## config.mk

```make
export PLATFORM = sky130hd
export DESIGN_NAME = md_sched_flat
export DESIGN_NICKNAME = d
export VERILOG_FILES = /design/src/rtl/md_pkg.sv /design/src/rtl/md_sched_if.sv /design/src/rtl/md_div.sv /design/src/rtl/md_sched.sv /design/src/flat_wrapper.sv
export SDC_FILE = /design/constraint.sdc
export NUM_CORES = 2
export LEC_CHECK = 0
export ABC_CLOCK_PERIOD_IN_PS = 8350
export BUFFER_PORTS_ARGS = -buffer_cell sky130_fd_sc_hd__buf_2
export CORE_MARGIN = 5
export CORE_UTILIZATION = 45
export DETAILED_ROUTE_END_ITERATION = 12
export PLACE_DENSITY = 0.67
export SKIP_LAST_GASP = 1
export SYNTH_ARGS = -nofsm -noshare
export SYNTH_HDL_FRONTEND = slang
export SYNTH_SLANG_ARGS = --single-unit
export TNS_END_PERCENT = 5
```

## constraint.sdc

```tcl
create_clock -name clk -period 8.35 [get_ports clk]
set_input_delay 0.835 -clock clk [delete_from_list [all_inputs] [get_ports clk]]
set_output_delay 0.835 -clock clk [all_outputs]
set_load 0.02 [all_outputs]
```

## src/rtl/md_pkg.sv

```systemverilog
// Shared encodings for the multiply/divide scheduler: op codes, FSM states, default latencies.
package md_pkg;

  typedef enum logic [2:0] {
    OP_MULT  = 3'd0,
    OP_MULTU = 3'd1,
    OP_DIV   = 3'd2,
    OP_DIVU  = 3'd3,
    OP_MTHI  = 3'd4,
    OP_MTLO  = 3'd5
  } md_op_e;

  typedef enum logic {
    S_IDLE = 1'b0,
    S_BUSY = 1'b1
  } md_state_e;

  localparam int MULT_CYCLES_DEF = 5;
  localparam int DIV_CYCLES_DEF  = 10;

endpackage

```

## src/rtl/md_sched_if.sv

```systemverilog
// E-stage request, D-stage hazard input and HI/LO/busy/stall results of the md scheduler.
interface md_sched_if;
  logic        start;
  logic [2:0]  md_op;
  logic [31:0] src_a;
  logic [31:0] src_b;
  logic        md_use_d;
  logic        busy;
  logic        stall;
  logic [31:0] hi;
  logic [31:0] lo;

  modport master (output start, md_op, src_a, src_b, md_use_d,
                  input  busy, stall, hi, lo);
  modport slave  (input  start, md_op, src_a, src_b, md_use_d,
                  output busy, stall, hi, lo);
endinterface

```

## src/rtl/md_div.sv

```systemverilog
// Combinational 32-bit divider on latched operands; signed mode truncates toward zero,
// remainder follows the dividend sign. Zero divisor yields 0 (the caller suppresses the write).
module md_div (
  input  logic [31:0] a,
  input  logic [31:0] b,
  input  logic        sgn,
  output logic [31:0] q,
  output logic [31:0] r
);
  logic        neg_a, neg_b;
  logic [31:0] ua, ub, uq, ur;

  always_comb begin
    neg_a = sgn & a[31];
    neg_b = sgn & b[31];
    ua    = neg_a ? (~a + 32'd1) : a;
    ub    = neg_b ? (~b + 32'd1) : b;
    uq    = 32'd0;
    ur    = 32'd0;
    if (ub != 32'd0) begin
      uq = ua / ub;
      ur = ua % ub;
    end
    // 0x80000000 / -1 wraps back to 0x80000000 through the negate
    q = (neg_a ^ neg_b) ? (~uq + 32'd1) : uq;
    r = neg_a ? (~ur + 32'd1) : ur;
  end
endmodule

```

## src/rtl/md_sched.sv

```systemverilog
// Multicycle mult/div scheduler owning HI/LO; raises busy/stall while an op is in flight.
// Define MD_SCHED_DIV_EN to compile in DIV/DIVU; otherwise they are no-ops.
module md_sched
  import md_pkg::*;
#(
  parameter int MULT_CYCLES = MULT_CYCLES_DEF,
  parameter int DIV_CYCLES  = DIV_CYCLES_DEF
) (
  input logic       clk,
  input logic       reset,
  md_sched_if.slave bus
);
  localparam int MAX_CYC = (MULT_CYCLES > DIV_CYCLES) ? MULT_CYCLES : DIV_CYCLES;
  localparam int CW      = (MAX_CYC > 2) ? $clog2(MAX_CYC) : 1;

  md_state_e   state_q, state_d;
  logic [CW-1:0] cnt_q, cnt_d;
  logic [31:0] a_q, b_q, hi_q, lo_q;
  logic [31:0] a_d, b_d, hi_d, lo_d;
  md_op_e      op_q, op_d, op_in;
  logic        mc_op, in_div, busy;
  logic        sx;
  logic [63:0] ea, eb, prod;
  logic [31:0] res_hi, res_lo;
  logic        res_wr;

  assign op_in  = md_op_e'(bus.md_op);
  assign in_div = (op_in == OP_DIV) || (op_in == OP_DIVU);

`ifdef MD_SCHED_DIV_EN
  assign mc_op = (op_in == OP_MULT) || (op_in == OP_MULTU) || in_div;
`else
  assign mc_op = (op_in == OP_MULT) || (op_in == OP_MULTU);
`endif

  // Low 64 bits of the sign/zero-extended product serve both MULT and MULTU
  assign sx   = (op_q == OP_MULT);
  assign ea   = {{32{sx & a_q[31]}}, a_q};
  assign eb   = {{32{sx & b_q[31]}}, b_q};
  assign prod = ea * eb;

`ifdef MD_SCHED_DIV_EN
  logic        is_div;
  logic [31:0] dq, dr;
  assign is_div = (op_q == OP_DIV) || (op_q == OP_DIVU);
  md_div u_div (.a(a_q), .b(b_q), .sgn(op_q == OP_DIV), .q(dq), .r(dr));
  assign res_hi = is_div ? dr : prod[63:32];
  assign res_lo = is_div ? dq : prod[31:0];
  assign res_wr = !(is_div && (b_q == 32'd0));
`else
  assign res_hi = prod[63:32];
  assign res_lo = prod[31:0];
  assign res_wr = 1'b1;
`endif

  always_comb begin
    state_d = state_q;
    cnt_d   = cnt_q;
    a_d     = a_q;
    b_d     = b_q;
    op_d    = op_q;
    hi_d    = hi_q;
    lo_d    = lo_q;
    if (state_q == S_IDLE) begin
      if (bus.start) begin
        if (mc_op) begin
          a_d     = bus.src_a;
          b_d     = bus.src_b;
          op_d    = op_in;
          cnt_d   = in_div ? CW'(DIV_CYCLES - 1) : CW'(MULT_CYCLES - 1);
          state_d = S_BUSY;
        end else if (op_in == OP_MTHI) begin
          hi_d = bus.src_a;
        end else if (op_in == OP_MTLO) begin
          lo_d = bus.src_a;
        end
      end
    end else begin
      if (cnt_q == '0) begin
        state_d = S_IDLE;
        if (res_wr) begin
          hi_d = res_hi;
          lo_d = res_lo;
        end
      end else begin
        cnt_d = cnt_q - CW'(1);
      end
    end
  end

  always_ff @(posedge clk or negedge reset) begin
    if (!reset) begin
      state_q <= S_IDLE;
      cnt_q   <= '0;
      a_q     <= '0;
      b_q     <= '0;
      op_q    <= OP_MULT;
      hi_q    <= '0;
      lo_q    <= '0;
    end else begin
      state_q <= state_d;
      cnt_q   <= cnt_d;
      a_q     <= a_d;
      b_q     <= b_d;
      op_q    <= op_d;
      hi_q    <= hi_d;
      lo_q    <= lo_d;
    end
  end

  assign busy      = (state_q == S_BUSY);
  assign bus.busy  = busy;
  assign bus.stall = bus.md_use_d & (busy | (bus.start & mc_op));
  assign bus.hi    = hi_q;
  assign bus.lo    = lo_q;
endmodule

```

## src/flat_wrapper.sv

```systemverilog
// flat-port wrapper written by rule: the top's interface ports become plain ports
module md_sched_flat import md_pkg::*;
#(
  parameter int MULT_CYCLES = MULT_CYCLES_DEF,
  parameter int DIV_CYCLES  = DIV_CYCLES_DEF
)
  (clk, reset, bus_start, bus_md_op, bus_src_a, bus_src_b, bus_md_use_d, bus_busy, bus_stall, bus_hi, bus_lo);
  md_sched_if bus_i ();
  input logic clk;
  input logic reset;
  input wire logic [$bits(bus_i.start)-1:0] bus_start;
  input wire logic [$bits(bus_i.md_op)-1:0] bus_md_op;
  input wire logic [$bits(bus_i.src_a)-1:0] bus_src_a;
  input wire logic [$bits(bus_i.src_b)-1:0] bus_src_b;
  input wire logic [$bits(bus_i.md_use_d)-1:0] bus_md_use_d;
  output wire logic [$bits(bus_i.busy)-1:0] bus_busy;
  output wire logic [$bits(bus_i.stall)-1:0] bus_stall;
  output wire logic [$bits(bus_i.hi)-1:0] bus_hi;
  output wire logic [$bits(bus_i.lo)-1:0] bus_lo;
  assign bus_i.start = bus_start;
  assign bus_i.md_op = bus_md_op;
  assign bus_i.src_a = bus_src_a;
  assign bus_i.src_b = bus_src_b;
  assign bus_i.md_use_d = bus_md_use_d;
  assign bus_busy = bus_i.busy;
  assign bus_stall = bus_i.stall;
  assign bus_hi = bus_i.hi;
  assign bus_lo = bus_i.lo;
  md_sched #(.MULT_CYCLES(MULT_CYCLES), .DIV_CYCLES(DIV_CYCLES)) u_core (.clk(clk), .reset(reset), .bus(bus_i));
endmodule
```

[Word level (Yosys, flattened, before mapping)]
Cells that the tools add are included.
Word-level totals
  bits in registers: 136
  latch bits: 0
  memory bits (writable): 0
  ROM bits: 0
  input bits: 71
  logic and storage cells: 57
  memories: 0
Operators by class
  $add $sub $neg: 1
  $mul: 1
  divide/modulo/power cells: 0
  magnitude comparators: 0
  eq/ne operators: 9
  shifts and indexed selects: 0
  muxes and demuxes: 20
  bitwise operators: 6
  reductions and logical operators: 13
Operators with widths (number)
  2-to-1 mux 32 bit: 11
  multiplier 33 x 33 -> 64 bit: 1
  2-to-1 mux 4 bit: 5
  nonzero test 2 bit: 4
  equality test 3 x 2 -> 1 bit (second input constant): 2
  equality test 3 bit (second input constant): 2
  logical NOT 3 bit: 2
  AND reduction 3 bit: 2
  AND reduction 5 bit: 1
  bitwise AND 1 bit: 4
  logical NOT 4 bit: 1
  2-to-1 mux 1 bit: 4
  inequality test 2 x 1 -> 1 bit (second input constant): 2
  inequality test 2 bit (second input constant): 2
  AND reduction 4 bit: 1
  subtractor 4 x 1 -> 4 bit (second input constant): 1
  equality test 3 x 1 -> 1 bit (second input constant): 1
  logical OR 1 bit: 2
  NOT 1 bit: 1
  OR 1 bit: 1

[Longest topological paths before layout]
  depth in word-level cells: 6
  depth in mapped cells: 32
  gate-level depth less buffers: 30

[Least setup slack after synthesis]
OpenSTA, ideal clock, no wires.
  path type: register to register
  start: register u_core.op_q[1]
  end: register u_core.hi_q[29] (netlist: u_core.bus.hi[29])
  setup time: 0.143 ns
  data arrival time: 8.293 ns
  data required time: 8.207 ns
  path slack: -0.086 ns
  cell stages (with the launch flop): 33
  period minus slack after synthesis: 8.436 ns
  path through: dfrtp_1 > nor3_1 > and2_1 > clkbuf_1 > nand2_1 > inv_1 > fa_1 > inv_1 > fa_1 > inv_1 > fa_1 > fa_1 > inv_1 > fa_1 > inv_1 > fa_1 > inv_1 > fa_1 > fa_1 > inv_1 > ha_1 > clkbuf_1 > nand2_1 > nor2_1 > and3_1 > nor2b_1 > a31o_2 > a41oi_2 > a41oi_1 > o31a_1 > a31oi_1 > xor2_1 > o221ai_1
On the way
  longest elaborated chain between the ends: 5
RTL lines
  start: declaration: RTL line md_sched.sv:20  | md_op_e op_q, op_d, op_in;
  start signal: assignment: RTL line md_sched.sv:105  | op_q <= op_d;
  logical NOT 3 bit *: RTL line md_sched.sv:37  | assign sx = (op_q == OP_MULT);
  bitwise AND 1 bit, on equally long branches: RTL line md_sched.sv:38, md_sched.sv:39
  multiplier 33 x 33 -> 64 bit *: RTL line md_sched.sv:40  | assign prod = ea * eb;
  2-to-1 mux 32 bit *: RTL line md_sched.sv:79  | if (cnt_q == '0) begin
  2-to-1 mux 32 bit *: RTL line md_sched.sv:64  | if (state_q == S_IDLE) begin
  end signal: assignment: RTL line md_sched.sv:106  | hi_q <= hi_d;
  end: declaration: RTL line md_sched.sv:18  | logic [31:0] a_q, b_q, hi_q, lo_q;
Mark *: on every way between the ends. The rest lies on a longest branch, timed or not. The select of a mux whose other input is x is not followed.
A chain may end at the register's enable or synchronous reset.

[Worst setup path after layout]
  start: register u_core.a_q[14]
  end: register u_core.hi_q[19] (netlist: u_core.bus.hi[19])
On the way
  longest elaborated chain between the ends: 3
RTL lines
  start: declaration: RTL line md_sched.sv:18
  start signal: assignment: RTL line md_sched.sv:95  | a_q <= '0;
  start signal: assignment: RTL line md_sched.sv:103  | a_q <= a_d;
  multiplier 33 x 33 -> 64 bit: RTL line md_sched.sv:40
  2-to-1 mux 32 bit: RTL line md_sched.sv:79
  2-to-1 mux 32 bit: RTL line md_sched.sv:64
No other way between the ends. The select of a mux whose other input is x is not followed.

==> metrics.md <==
| Metric | Value |
|---|---|
| Status | `finished, final reports clean` |
| Worst-path fanout max | `7` |
| Yosys top cell area share | `0.519` |
| Final Hold Vio Count | `0` |
| Clock sink count | `~140` |
| Die H | `around 320 um` |
| Clock root cell | `clkbuf_16` |
| Syn avg cell area | `between 9 and 10 um^2` |
| Vias in the first global route | `around 35,000` |
| Seq/Total Area, Yosys | `0.0784` |
| R2R depth | `27` |
| Crit share post-route | `0.967` |
| CORE AREA | `96,100 um^2` |
| Most frequent cell after synthesis | `inv_1` |
| Num ports | `around 140` |
| Final core utilization | `0.490` |
| Post-DP HPWL | `102,000 um` |
| Placed cell count | `approximately 6,000` |
| Global route overflow | `0` |
| Crit start category | `flip-flop` |
| DR vias/cell | `~5.2` |
| GR Util All Layers | `0.242` |
| Ys Warns | `0` |
| Critical path class | `reg2reg` |
| Top cells by area, synth | `fa_1, inv_1, dfrtp_1` |
| Seq. cell area | `approximately 3400 um^2` |
| Area of the multi-input gates | `approximately 35,000 um^2` |
| Count of pins over their slew limit | `0` |
| Antenna violations before repair | `7` |
| Nets | `approximately 6,000` |
| Detailed-route DRC error count | `0` |
| Post-synth top area cell | `fa_1` |
| Worst-case clock buffer depth | `2` |
| Req. time, crit path | `about 8.7 ns` |
| Total Wirelength | `around 120,000 um` |
| Async S/R FF share, synth | `1.00` |
| Synth cell types | `69` |
| Layout cells sized above 1 | `0.106` |
| Reg-to-Reg Start | `u_core.a_q[14]$_DFFE_PN0P_` |
| Routed len/inst | `19.9 um` |
| Worst-margin pin slew | `around 0.95 ns` |
| Hold buffer count at cts | `0` |
| Starting density of the core | `0.451` |
| RSZ-0062 raised after global routing | `yes` |
| Area Growth Syn to Fin | `8.65%` |
| Drt first pass iters | `5` |
| Data arrival, critical path | `roughly 8.4 ns` |
| Number of port buffers | `approximately 140` |
| Number of fill cells | `8,977` |
| H-tree Lvls | `4` |
| Most frequent cells after synthesis | `inv_1, fa_1, nand2_1` |
| Hold Slack | `approximately 0.43 ns` |
| Largest net degree at the start of global routing | `82` |
| Number of flops mapped to enable cells by yosys | `0` |
| Slew margin rel. | `0.366` |
| Max-Cap Viols | `0` |
| Worst Hold Class | `in2async` |
| Final setup fails | `0` |
| Syn nets | `~6,100` |
| Setup ws final | `roughly 0.28 ns` |
| Delay-heaviest family, CP | `adder cells` |
| Die X | `between 300 and 400 um` |
| Die area | `roughly 100,000 um^2` |
| CP max stage delay | `0.71 ns` |
| Pre-CTS setup slack | `-0.0176 ns` |
| Worst-skew pair later-pin latency | `0.50 ns` |
| Non-Filler Instances | `around 6,000` |
| GP Congestion | `approximately 0.95` |
| First-pass GRT wire length | `between 150,000 and 200,000 um` |
| Post-route ant nets | `0` |
| Crit path time final | `8.07 ns` |
| CTS tree | `done` |
| Clock Skew | `~0.022 ns` |
| Post-Syn Instances | `4,666` |
| Number of synthesized register bits | `approximately 140` |
| Cell mode on critical path | `fa_1` |
| Slowest CP cell | `dfrtp_1` |
| Row cnt | `114` |
| Synthesized cell area | `roughly 43,000 um^2` |
| CTS Buf Count | `17` |
| Worst Setup End Kind | `flip-flop` |
| Worst path bufs/invs | `6` |
| Peak Freq | `124 MHz` |
| Reg clk slew, reported paths | `~0.070 ns` |
| R2R Setup Slk | `0.28 ns` |
| Main flop type after synthesis | `dfrtp_1` |
| Via Count | `~32,000` |
| Initial DRC Count | `2,136` |
| RR Endpoint | `u_core.bus.hi[19]$_DFFE_PN0P_` |
## sequential cells by signal, summed over array words and instances (netlist names)
name             cells
u_core.b_q          32
u_core.cnt_q         4
u_core.bus.hi       32
u_core.bus.busy      1
u_core.a_q          32
u_core.op_q          3
u_core.bus.lo       32
## cell type report
type,count,share of cell area
timing repair buffer,332,0.0519
clock buffer,18,0.00910
antenna,3,0.000159
sequential,136,0.0726
tap,1276,0.0339
inverter,1144,0.0911
clock inverter,14,0.00292
multi-input combinational,3121,0.738
## logic make-up (layout without fill, tap and decap cells)
logic type	Yosys count	count (layout)	synth area share
flops	136	136	0.0784
other cells	0	3	0
compound gates	312	312	0.0448
fa+ha+maj	1338	1338	0.580
mux	81	81	0.0206
simple gates	1316	1316	0.139
xor+xnor	74	74	0.0149
buf+inv	1409	1508	0.122
## worst max path at each step
stage                                from                       endpoint  slack, ns  cells past startpoint
2_1_floorplan  u_core.op_q[1]$_DFFE_PN0P_  u_core.bus.hi[29]$_DFFE_PN0P_       0.04                     32
3_3_place_gp   u_core.op_q[1]$_DFFE_PN0P_  u_core.bus.hi[29]$_DFFE_PN0P_       0.22                     31
3_5_place_dp   u_core.op_q[1]$_DFFE_PN0P_  u_core.bus.hi[29]$_DFFE_PN0P_      -0.02                     31
4_1_cts        u_core.op_q[1]$_DFFE_PN0P_  u_core.bus.hi[29]$_DFFE_PN0P_       0.03                     31
5_1_grt        u_core.a_q[14]$_DFFE_PN0P_  u_core.bus.hi[30]$_DFFE_PN0P_      -0.03                     28
6_report       u_core.a_q[14]$_DFFE_PN0P_  u_core.bus.hi[19]$_DFFE_PN0P_       0.28                     27
## per-stage QoR
stage               cell area [um^2]  setup TNS, ns
floorplan                      43400              0
global placement               46400              0
detailed placement             46400        -0.0176
CTS                            47000              0
global route                   47100        -0.0572
finish                         47200              0
## layer usage
metal  routed length (um)  track usage
met1                45400        0.300
met2                61100        0.417
met5                   27            0
met4                 7430        0.126
met3                 6470       0.0300
## what timing repair did
item / in CTS / in global routing
endpoints found under the setup margin: 1 / 14
resized for setup: 1 / 53
pin swaps: 0 / 9
buffers inserted: 0 / 5
## placed cells by master, fill, tap and decap left out, types with 12 or more instances in the layout
| master | n |
|---|---|
| fa_1 | 1119 |
| buf_12 | 21 |
| dfrtp_1 | 120 |
| nor2_1 | 48 |
| xor2_1 | 23 |
| nand3_1 | 13 |
| nor2b_1 | 25 |
| a31oi_1 | 12 |
| buf_4 | 170 |
| xnor2_1 | 51 |
| clkbuf_16 | 17 |
| a21o_1 | 28 |
| and3_1 | 34 |
| and2_1 | 306 |
| mux2_2 | 65 |
| buf_2 | 135 |
| ha_1 | 211 |
| o21ai_0 | 85 |
| nand2_1 | 831 |
| inv_1 | 1137 |
| dfrtp_2 | 16 |
| mux2i_1 | 16 |
| a21oi_1 | 104 |
Power is left out: the tool's default activity adds up to more than one toggle a clock period on the data nets, which glitch-free logic cannot reach.
